<file path="src/rtl/synth_pkg.sv">
// Shared types and constants for the synth voice allocator and its phase-increment ROM.
package synth_pkg;

  localparam int CLK_HZ         = 100_000_000;
  localparam int SAMPLE_HZ      = 48000;
  localparam int INCR_W         = 32;
  localparam int DEF_NUM_VOICES = 4;
  localparam int NUM_NOTES      = 128;
  localparam int NOTE_W         = 7;

  typedef enum logic [1:0] {
    ST_IDLE,
    ST_LOOKUP,
    ST_COMMIT
  } state_e;

  // Phase increment for MIDI note n at SAMPLE_HZ: round(f * 2^32 / SAMPLE_HZ), equal temperament, A4 = 440 Hz.
  // Evaluated at elaboration only, so the real arithmetic folds into constants.
  function automatic logic [INCR_W-1:0] note_incr(input int note);
    real freq_hz;
    real incr;
    freq_hz = 440.0 * (2.0 ** ((real'(note) - 69.0) / 12.0));
    incr    = freq_hz * 4294967296.0 / real'(SAMPLE_HZ);
    return INCR_W'(longint'($floor(incr + 0.5)));
  endfunction

endpackage

</file>
<file path="src/rtl/note_incr_rom.sv">
// 128 x 32 note-to-phase-increment table with a one-cycle registered read.
module note_incr_rom
  import synth_pkg::*;
(
  input  logic              clk_in,
  input  logic              rst_n_in,
  input  logic              en_in,
  input  logic [NOTE_W-1:0] addr_in,
  output logic [INCR_W-1:0] data_out
);

  logic [INCR_W-1:0] table_w [NUM_NOTES];
  logic [INCR_W-1:0] data_d;
  logic [INCR_W-1:0] data_q;

  for (genvar n = 0; n < NUM_NOTES; n++) begin : g_entry
    localparam logic [INCR_W-1:0] ENTRY = note_incr(n);
    assign table_w[n] = ENTRY;
  end

  // Load a new entry only on an accepted event so the value holds for the whole transaction.
  always_comb begin
    // NOTE: default assignment first so every path assigns data_d and no latch is inferred.
    data_d = data_q;
    if (en_in) begin
      data_d = table_w[addr_in];
    end
  end

  // Read register; the table itself is constant logic, so only this register sees reset.
  always_ff @(posedge clk_in or negedge rst_n_in) begin
    // NOTE: only the read register is reset -- the table is elaboration-time constants, not storage.
    if (!rst_n_in) begin
      data_q <= '0;
    end else begin
      // NOTE: non-blocking so every register in the design samples pre-edge values of the others.
      data_q <= data_d;
    end
  end

  assign data_out = data_q;

endmodule

</file>
<file path="src/rtl/voice_allocator.sv">
// Assigns note events to square-wave voices (retrigger, lowest free, or oldest steal) and makes the sample tick.
module voice_allocator
  import synth_pkg::*;
#(
  parameter int NUM_VOICES = DEF_NUM_VOICES,
  parameter int SAMPLE_DIV = CLK_HZ / SAMPLE_HZ
) (
  input  logic                                clk_in,
  input  logic                                rst_n_in,
  input  logic                                note_valid_in,
  output logic                                note_ready_out,
  input  logic                                note_on_in,
  input  logic [NOTE_W-1:0]                   note_num_in,
  output logic                                step_out,
  output logic [NUM_VOICES-1:0][INCR_W-1:0]   voice_incr_out,
  output logic [NUM_VOICES-1:0]               voice_active_out,
  output logic [NUM_VOICES-1:0]               voice_rst_out
);

  localparam int IDX_W = (NUM_VOICES > 1) ? $clog2(NUM_VOICES) : 1;
  localparam int CNT_W = (SAMPLE_DIV > 1) ? $clog2(SAMPLE_DIV) : 1;
  localparam logic [CNT_W-1:0] CNT_LAST = CNT_W'(SAMPLE_DIV - 1);
  localparam logic [IDX_W-1:0] RANK_TOP = IDX_W'(NUM_VOICES - 1);

  typedef logic [IDX_W-1:0] idx_t;

  // Sample-rate divider, free-running and independent of the event FSM.
  logic [CNT_W-1:0] cnt_d, cnt_q;

  // Next count: wrap at SAMPLE_DIV-1.
  always_comb begin
    cnt_d = (cnt_q == CNT_LAST) ? '0 : cnt_q + CNT_W'(1);
  end

  // Divider register.
  always_ff @(posedge clk_in or negedge rst_n_in) begin
    if (!rst_n_in) cnt_q <= '0;
    else           cnt_q <= cnt_d;
  end

  assign step_out = (cnt_q == CNT_LAST);

  // Event FSM and voice state.
  state_e                  state_d, state_q;
  logic                    note_on_d, note_on_q;
  logic [NOTE_W-1:0]       note_num_d, note_num_q;
  logic [NUM_VOICES-1:0]   active_d, active_q;
  logic [NUM_VOICES-1:0]   rst_d, rst_q;
  logic [INCR_W-1:0]       incr_d [NUM_VOICES];
  logic [INCR_W-1:0]       incr_q [NUM_VOICES];
  logic [NOTE_W-1:0]       vnote_d [NUM_VOICES];
  logic [NOTE_W-1:0]       vnote_q [NUM_VOICES];
  idx_t                    rank_d [NUM_VOICES];
  idx_t                    rank_q [NUM_VOICES];

  logic                    handshake;
  logic [INCR_W-1:0]       rom_incr;

  assign note_ready_out = (state_q == ST_IDLE);
  assign handshake      = note_valid_in && note_ready_out;

  // Addressed straight from the input so the entry is ready during LOOKUP.
  note_incr_rom u_rom (
    .clk_in   (clk_in),
    .rst_n_in (rst_n_in),
    .en_in    (handshake),
    .addr_in  (note_num_in),
    .data_out (rom_incr)
  );

  logic hit, has_free;
  idx_t hit_idx, free_idx, oldest_idx, sel_idx;

  // Target voice: the active holder of the note, else the lowest free voice, else the oldest (rank 0).
  always_comb begin
    hit        = 1'b0;
    hit_idx    = '0;
    has_free   = 1'b0;
    free_idx   = '0;
    oldest_idx = '0;
    for (int i = 0; i < NUM_VOICES; i++) begin
      if (!hit && active_q[i] && (vnote_q[i] == note_num_q)) begin
        hit     = 1'b1;
        hit_idx = idx_t'(i);
      end
      if (!has_free && !active_q[i]) begin
        has_free = 1'b1;
        free_idx = idx_t'(i);
      end
      if (rank_q[i] == '0) begin
        oldest_idx = idx_t'(i);
      end
    end
    sel_idx = hit ? hit_idx : (has_free ? free_idx : oldest_idx);
  end

  // Next-state logic: capture on handshake, wait one cycle for the ROM, apply the event in COMMIT.
  always_comb begin
    state_d    = state_q;
    note_on_d  = note_on_q;
    note_num_d = note_num_q;
    active_d   = active_q;
    rst_d      = '0;
    incr_d     = incr_q;
    vnote_d    = vnote_q;
    rank_d     = rank_q;
    case (state_q)
      ST_IDLE: begin
        if (handshake) begin
          state_d    = ST_LOOKUP;
          note_on_d  = note_on_in;
          note_num_d = note_num_in;
        end
      end
      ST_LOOKUP: state_d = ST_COMMIT;
      ST_COMMIT: begin
        state_d = ST_IDLE;
        if (note_on_q) begin
          // Chosen voice becomes newest; everyone newer than it moves down one rank.
          for (int i = 0; i < NUM_VOICES; i++) begin
            if (rank_q[i] > rank_q[sel_idx]) rank_d[i] = rank_q[i] - IDX_W'(1);
          end
          rank_d[sel_idx]   = RANK_TOP;
          active_d[sel_idx] = 1'b1;
          rst_d[sel_idx]    = 1'b1;
          incr_d[sel_idx]   = rom_incr;
          vnote_d[sel_idx]  = note_num_q;
        end else if (hit) begin
          active_d[hit_idx] = 1'b0;
        end
      end
      default: state_d = ST_IDLE;
    endcase
  end

  // FSM, pending event and per-voice registers; reset drops any in-flight event.
  always_ff @(posedge clk_in or negedge rst_n_in) begin
    if (!rst_n_in) begin
      state_q    <= ST_IDLE;
      note_on_q  <= 1'b0;
      note_num_q <= '0;
      active_q   <= '0;
      rst_q      <= '0;
      for (int i = 0; i < NUM_VOICES; i++) begin
        incr_q[i]  <= '0;
        vnote_q[i] <= '0;
        rank_q[i]  <= idx_t'(i);
      end
    end else begin
      state_q    <= state_d;
      note_on_q  <= note_on_d;
      note_num_q <= note_num_d;
      active_q   <= active_d;
      rst_q      <= rst_d;
      incr_q     <= incr_d;
      vnote_q    <= vnote_d;
      rank_q     <= rank_d;
    end
  end

  // Silent voices present a zero increment.
  always_comb begin
    voice_incr_out = '0;
    for (int i = 0; i < NUM_VOICES; i++) begin
      voice_incr_out[i] = active_q[i] ? incr_q[i] : '0;
    end
  end

  assign voice_active_out = active_q;
  assign voice_rst_out    = rst_q;

endmodule
</file>
<file path="config.mk">
export PLATFORM = sky130hd
export DESIGN_NAME = voice_allocator
export DESIGN_NICKNAME = d
export VERILOG_FILES = /design/src/rtl/synth_pkg.sv /design/src/rtl/note_incr_rom.sv /design/src/rtl/voice_allocator.sv
export SDC_FILE = /design/constraint.sdc
export NUM_CORES = 1
export LEC_CHECK = 0
export BUFFER_PORTS_ARGS = -buffer_cell sky130_fd_sc_hd__buf_2
export CORE_MARGIN = 3
export CORE_UTILIZATION = 54
export DETAILED_ROUTE_END_ITERATION = 8
export PLACE_DENSITY = 0.78
export SYNTH_ARGS = -nofsm -noshare
export SYNTH_HDL_FRONTEND = slang
export SYNTH_SLANG_ARGS = --single-unit
</file>
<file path="constraint.sdc">
create_clock -name clk_in -period 3.4 [get_ports clk_in]
set_input_delay 0.17 -clock clk_in [delete_from_list [all_inputs] [get_ports clk_in]]
set_output_delay 0.17 -clock clk_in [all_outputs]
set_load 0.01 [all_outputs]
</file>
Word-level counts from Yosys, hierarchy flattened:

Memory sizes are Yosys's and may differ from the RTL's. A register that Yosys moved wholly into a read port is not among the register bits.
Index checks and enable logic that the tools add are counted.

* flip-flop bits (word level): 194
* memory bits (read-only): 4096
* input port bits: 11
* output and inout bits: 138
* logic and storage cells: 136
* memories kept: 1

* add/sub/neg operators: 5
* $lt $le $gt $ge: 10
* equal/unequal tests: 8
* multiplexer cells: 57
* bitwise operators: 6
* reduce and logical (&&, ||, !) cells: 31

Memory list
* (no name shown): depth 128, bits a word 32, rd ports 1, clocked after Yosys merged registers in 1, write ports 0, RTL line note_incr_rom.sv:26 `data_d = table_w[addr_in];`

Operators by type and width (number)
* 32-bit 2-to-1 mux: 5
* 128-bit bitwise mux: 1
* 32-bit demux with 2-bit select: 1
* 2-bit 2-to-1 mux: 24
* 28-bit bitwise mux: 1
* 7-bit == test: 4
* 4-bit 2-to-1 mux: 4
* 7-bit demux with 2-bit select: 1
* 1-bit logical AND: 14
* 1-bit 2-to-1 mux: 13
* 12-bit by 1-bit adder with 12-bit output, second input constant: 1
* 12-bit == test, second input constant: 1
* 12-bit 2-to-1 mux: 1
* 1-bit zero test: 9
* 2-bit > comparator: 4
* 2-bit zero test: 4
* 7-bit NOT with 8-bit output: 1
* 8-bit OR: 1
* 2-bit by 1-bit subtractor with 2-bit output, second input constant: 4
* 7-bit 2-to-1 mux: 1
* 2-bit by 3-bit less-than comparator with 1-bit output, second input constant: 2
* 2-bit AND reduction: 3
* 4-bit bitwise AND: 1
* 2-bit binary-select mux with 2-bit select: 1
* other kinds (13): 15

Depth between registers and ports, before layout:

* depth after elaboration: 25
* depth in mapped cells: 13
* gate-level depth less buffers: 13

By module:

From an unflattened synthesis, not the netlist that was laid out.

* cell total of the unflattened synthesis: 1515
* area, all modules: 13899.6 um^2

Modules (own cells, without submodules)
* voice_allocator: instances 1, cells an instance 854, area each 8956.1 um^2, sequential area each 4859.7 um^2
* note_incr_rom: instances 1, cells an instance 661, area each 4943.5 um^2, sequential area each 775.7 um^2

Least setup slack after synthesis:

No wires, ideal clock.

* kind: reg-to-reg
* start point: reg note_num_q[3]
* end point: reg rank_q[4] (netlist name)
* setup time: 83 ps
* data arrival time: 3143 ps
* required time: 3317 ps
* slack: 174 ps
* stages on the path, launching flop included: 13
* path buffers: 1
* period minus slack after synthesis: 3226 ps
* cells stage by stage: dfrtp_1 -> buf_6 -> xor2_1 -> nor4_4 -> and4_4 -> o41ai_2 -> a222oi_1 -> a21boi_0 -> ha_1 -> nor2_1 -> a31oi_1 -> o31a_1 -> o32a_1

* word-level cells in the longest chain between the ends: 25
* elaborated cells between the ends (all ways): 36
* those cells by class: 3 x order compare; 4 x eq/ne; 16 x mux; 2 x bitwise; 11 x reduce/logical

RTL lines
* start: declaration: RTL line voice_allocator.sv:46 `logic [NOTE_W-1:0] note_num_d, note_num_q;`
* start signal: assignment: RTL line voice_allocator.sv:152 `note_num_q <= note_num_d;`
* 7-bit == test: RTL line voice_allocator.sv:82 `if (!hit && active_q[i] && (vnote_q[i] == note_num_q)) begin`
* 1-bit logical AND: RTL line voice_allocator.sv:82
* 1-bit 2-to-1 mux: RTL line voice_allocator.sv:82
* 1-bit zero test: RTL line voice_allocator.sv:82
* 1-bit logical AND (2 in a row): RTL line voice_allocator.sv:82
* 1-bit 2-to-1 mux: RTL line voice_allocator.sv:82
* 1-bit zero test: RTL line voice_allocator.sv:82
* 1-bit logical AND (2 in a row): RTL line voice_allocator.sv:82
* (+6 left out)
* 2-bit NOT with 3-bit output (not written as such) *: RTL line voice_allocator.sv:121, voice_allocator.sv:123
* 2-bit binary-select mux with 2-bit select: RTL line voice_allocator.sv:121 `if (rank_q[i] > rank_q[sel_idx]) rank_d[i] = rank_q[i] - IDX_W'(1);`
* 2-bit 2-to-1 mux (not written as such) (2 in a row): RTL line voice_allocator.sv:121
* 2-bit > comparator: RTL line voice_allocator.sv:121
* 2-bit 2-to-1 mux: RTL line voice_allocator.sv:121
* 2-bit 2-to-1 mux: RTL line voice_allocator.sv:118 `if (note_on_q) begin`
* 2-bit 2-to-1 mux: RTL line voice_allocator.sv:107 `case (state_q)`
* 8-bit OR (no line) *
* end signal: indexed assignment: RTL line voice_allocator.sv:147 `rank_q[i] <= idx_t'(i);`
* end signal: assignment: RTL line voice_allocator.sv:157 `rank_q <= rank_d;`
* end: declaration: RTL line voice_allocator.sv:54 `idx_t rank_q [NUM_VOICES];`

Mark *: on every way between the ends. The rest lies on a longest branch, timed or not. The select of a mux whose other input is x is not followed.
A chain may end at the register's enable or synchronous reset.

Worst setup path in the final report:

* start point: reg note_num_q[2]
* end point: reg rank_q[4] (netlist name)

The elaborated chain is that of the path after synthesis.

==> run_results.csv <==
group,metric,value,unit
pwr,p_comb_share,24.5,%
critical_path,path_max_fanout,9,
logic_synthesis,yosys.area.top_type,"dfrtp_1",
logic_synthesis,ys_ff_latch,221,
logic_synthesis,yosysTopAreaCellShare,41.9,%
logic_synthesis,synth_edf_count,0,
layout,syn2layout_area_growth,15.1,%
critical_path,cpPeakStageDelay,0.50,ns
logic_synthesis,ys_warn_count,0,
critical_path,cp-start-kind,"flip-flop",
clock_network,clock-sinks,221,
layout,instances_no_fill,1880,
pwr,power_density,547,nW/um2
detailed_routing,vias,11400,
pwr,internal_power,0.00553,W
global_routing,first_global_vias,11200,
placed_design,gp_congestion,1.08,
layout,multi_input_area,6900,um2
layout,seqCellArea,5540,um2
die,initial_core_util,55.1,%
global_routing,grt_max_degree,104,
critical_path,crit_chain,"xnor2_1 > nand4_1 > or2_1 > a2111oi_4 > a222oi_1 > a21boi_4 > ha_1 > nor2_2 > a31oi_1 > o31a_1 > o32a_1",
die,die_x,161,um
placed_design,place_area,14100,um2
clock_network,cts_buffers,22,
clock_network,cts_max_path_buffers,3,
sta,slew_violations,0,
layout,fillers,1888,
pwr,power_switching_share,32.3,%
clock_network,clkLatencyLatePin,0.50,ns
critical_path,required,3.83,ns
sta,fin_skew,0.00837,ns
detailed_routing,drc_errors,0,
sta,period_minus_slack,3.23,ns
global_routing,overflow,0,
run_status,status,"finished, final reports clean",
critical_path,crit_type,"flip-flop to flip-flop",
clock_network,cts_root_buf,"clkbuf_16",
clock_network,htreeDepth,1,
detailed_routing,wl_per_cell,20.6,um
placed_design,dp_hpwl,26.8,mm
pwr,vdd_drop_max,0.000362,V
die,die_h,161,um
sta,worst_pin_slew,0.697,ns
die,fp.coreArea,23500,um2
pwr,p_leak,7.42,nW
logic_synthesis,synth_ff_type,"dfrtp_1",
layout,fin_util,63.4,%
detailed_routing,first_pass_iters,7,
logic_synthesis,yosys.cell_count.top_type,"nand2_1",
pwr,p_seq_share,44.4,%
sta,relSlewSlack,53.4,%
placed_design,portBuffers,144,
logic_synthesis,yosys-top-cells-count,"nand2_1 (237), dfrtp_1 (217), and2_1 (132), mux2_2 (119), o21ai_0 (107)",
logic_synthesis,synth_area_leaders,"dfrtp_1 (42%), mux2_2 (10%), nand2_1 (6.9%), and2_1 (6.4%), o21ai_0 (4.1%)",
sta,holdWs,0.159,ns
sta,fin_crit_sh,95.1,%
pwr,clock_power_share,31.0,%
placed_design,dp_cells,1839,
critical_path,endpoint_kind,"flip-flop",
layout,final_cell_area,14900,um2
global_routing,grt_pass1_wl,61.9,mm
logic_synthesis,syn_inst,1440,
critical_path,cp_slowest_cell,"dfrtp_1",
worst_hold_path,min_path_type,"input port to flip-flop",
clock_network,tritoncts,"yes",
logic_synthesis,syn-cell-area,13000,um2
detailed_routing,drtAntennaViolNets,0,
sta,setup-violations-final,0,
detailed_routing,first_iter_violations,1479,
logic_synthesis,synthDistinctLibCells,73,
sta,setup_tns,0,ns
critical_path,critPathArrivalTime,3.66,ns
logic_synthesis,yosysSeqAreaShare,42.7,%
detailed_routing,wirelength,38.7,mm
die,pin_count,149,
job,drv_cap,0,
global_routing,antenna_found_initial,0,
detailed_routing,viasPerCell,6.05,
clock_network,clk_pin_slew,0.06,ns
layout,fin_nets,1579,
die,dieArea,25900,um2
pwr,p_switching,0.00264,W
logic_synthesis,syn_avg_cell_area,9.01,um2
layout,antenna_cells,0,
layout,drive_gt1_share,24.7,%
die,rows,56,
global_routing,grt_usage,29.5,%
sta,finalHoldViolCount,0,
logic_synthesis,ys_async_sr_fraction,100,%
sta,max_freq,0.309,GHz
[logic make-up (layout without fill, tap and decap cells)]
kind of cell             Yosys count  after routing  synth area share [%]
flip-flops                       221            221                  42.7
multiplexers                     138            138                  12.3
adder cells (fa/ha/maj)           23             23                  2.21
buffers and inverters            151            269                  4.75
AND/OR/NAND/NOR                  557            557                  20.5
XOR/XNOR                          39             39                  2.63
AO/OA/AOI/OAI                    310            310                  14.9
other                              1              4                0.0289
[state kept, by name (all words and copies together) (netlist names)]
register and cells:
incr_q 124, u_rom.data_out 31, vnote_q 28, cnt_q 12, rank_q 8, note_num_q 7
voice_active_out 4, voice_rst_out 4, state_q 2, note_on_q 1
[metal layers]
metal	up-vias	track usage [%]	wire (um)
met3	124	3.41	2680
met1	5547	40.9	16500
met5	-	0	0
li1	5177	-	-
met2	531	48.0	18000
met4	0	11.5	1540
[power by group through the flow]
stage               Clock, W  Combinational, W  Sequential [W]
floorplan                  0           0.00144         0.00343
global placement           0           0.00186         0.00362
detailed placement         0           0.00192         0.00365
CTS                  0.00257           0.00195         0.00361
global route         0.00268           0.00225         0.00369
finish               0.00254           0.00200         0.00363
[worst paths after layout]
| kind | slack (ns) | depth (start not counted) | end | from |
|---|---|---|---|---|
| min in group asynchronous | 0.25 | 2 | rank_q[6]$_DFFE_PN0P_ | rst_n_in |
| worst max-delay path | 0.17 | 11 | rank_q[4]$_DFFE_PN1P_ | note_num_q[2]$_DFFE_PN0P_ |
| worst min-delay path | 0.16 | 3 | state_q[0]$_DFFE_PN0P_ | note_valid_in |
| worst min register to register | 0.44 | 1 | state_q[1]$_DFFE_PN0P_ | state_q[1]$_DFFE_PN0P_ |
| worst max register to register | 0.17 | 11 | rank_q[4]$_DFFE_PN1P_ | note_num_q[2]$_DFFE_PN0P_ |
| max in group asynchronous | 2.23 | 3 | cnt_q[10]$_DFF_PN0_ | rst_n_in |
[final cells by class]
cell class,instances,share of cell area [%]
tap,319,2.67
multi-input combinational,1071,46.2
sequential,221,37.1
clock inverter,4,0.486
timing repair buffer,200,8.09
clock buffer,35,4.69
inverter,30,0.754
[cells in the final DEF, fill, tap and decap left out, types with 6 or more instances in the layout]
cell	n
o31ai_1	6
buf_2	142
xor2_1	12
nand4_1	10
nor2b_1	11
a211oi_1	12
o211ai_1	23
nand2b_1	8
nor3_1	14
or3_1	7
mux2_2	119
inv_1	26
nand2_1	235
nand3_1	23
and2_1	131
ha_1	22
o311ai_0	6
a31oi_1	17
a21oi_1	78
clkbuf_8	8
a21o_1	7
o21ai_0	106
buf_4	51
mux2i_1	14
xnor2_1	26
dfrtp_1	216
clkbuf_16	23
nor2_1	87
[critical path: cells and delay by family (launching register included)]
family          cells  cell delay [ns]
fa+ha+maj           1             0.30
flops               1             0.50
xor+xnor            1             0.32
simple gates        3             0.69
compound gates      6             1.35
[through the flow]
stage / worst slack [ns] / power [W]
after floorplan: 0.174 / 0.00487
after global placement: 0.00962 / 0.00549
after detailed placement: -0.0903 / 0.00557
after CTS: 0.0918 / 0.00814
after global routing: -0.0191 / 0.00862
final: 0.167 / 0.00817
[repair_timing]
action                                  4_1_cts  5_1_grt
endpoints found under the setup margin        4        4
hold endpoints to repair                     86        0
resized for setup                             2       10
pin swaps                                     0        3
setup buffers                                 0        0
hold buffers                                  2        0
(Power assumes the default switching activity.)
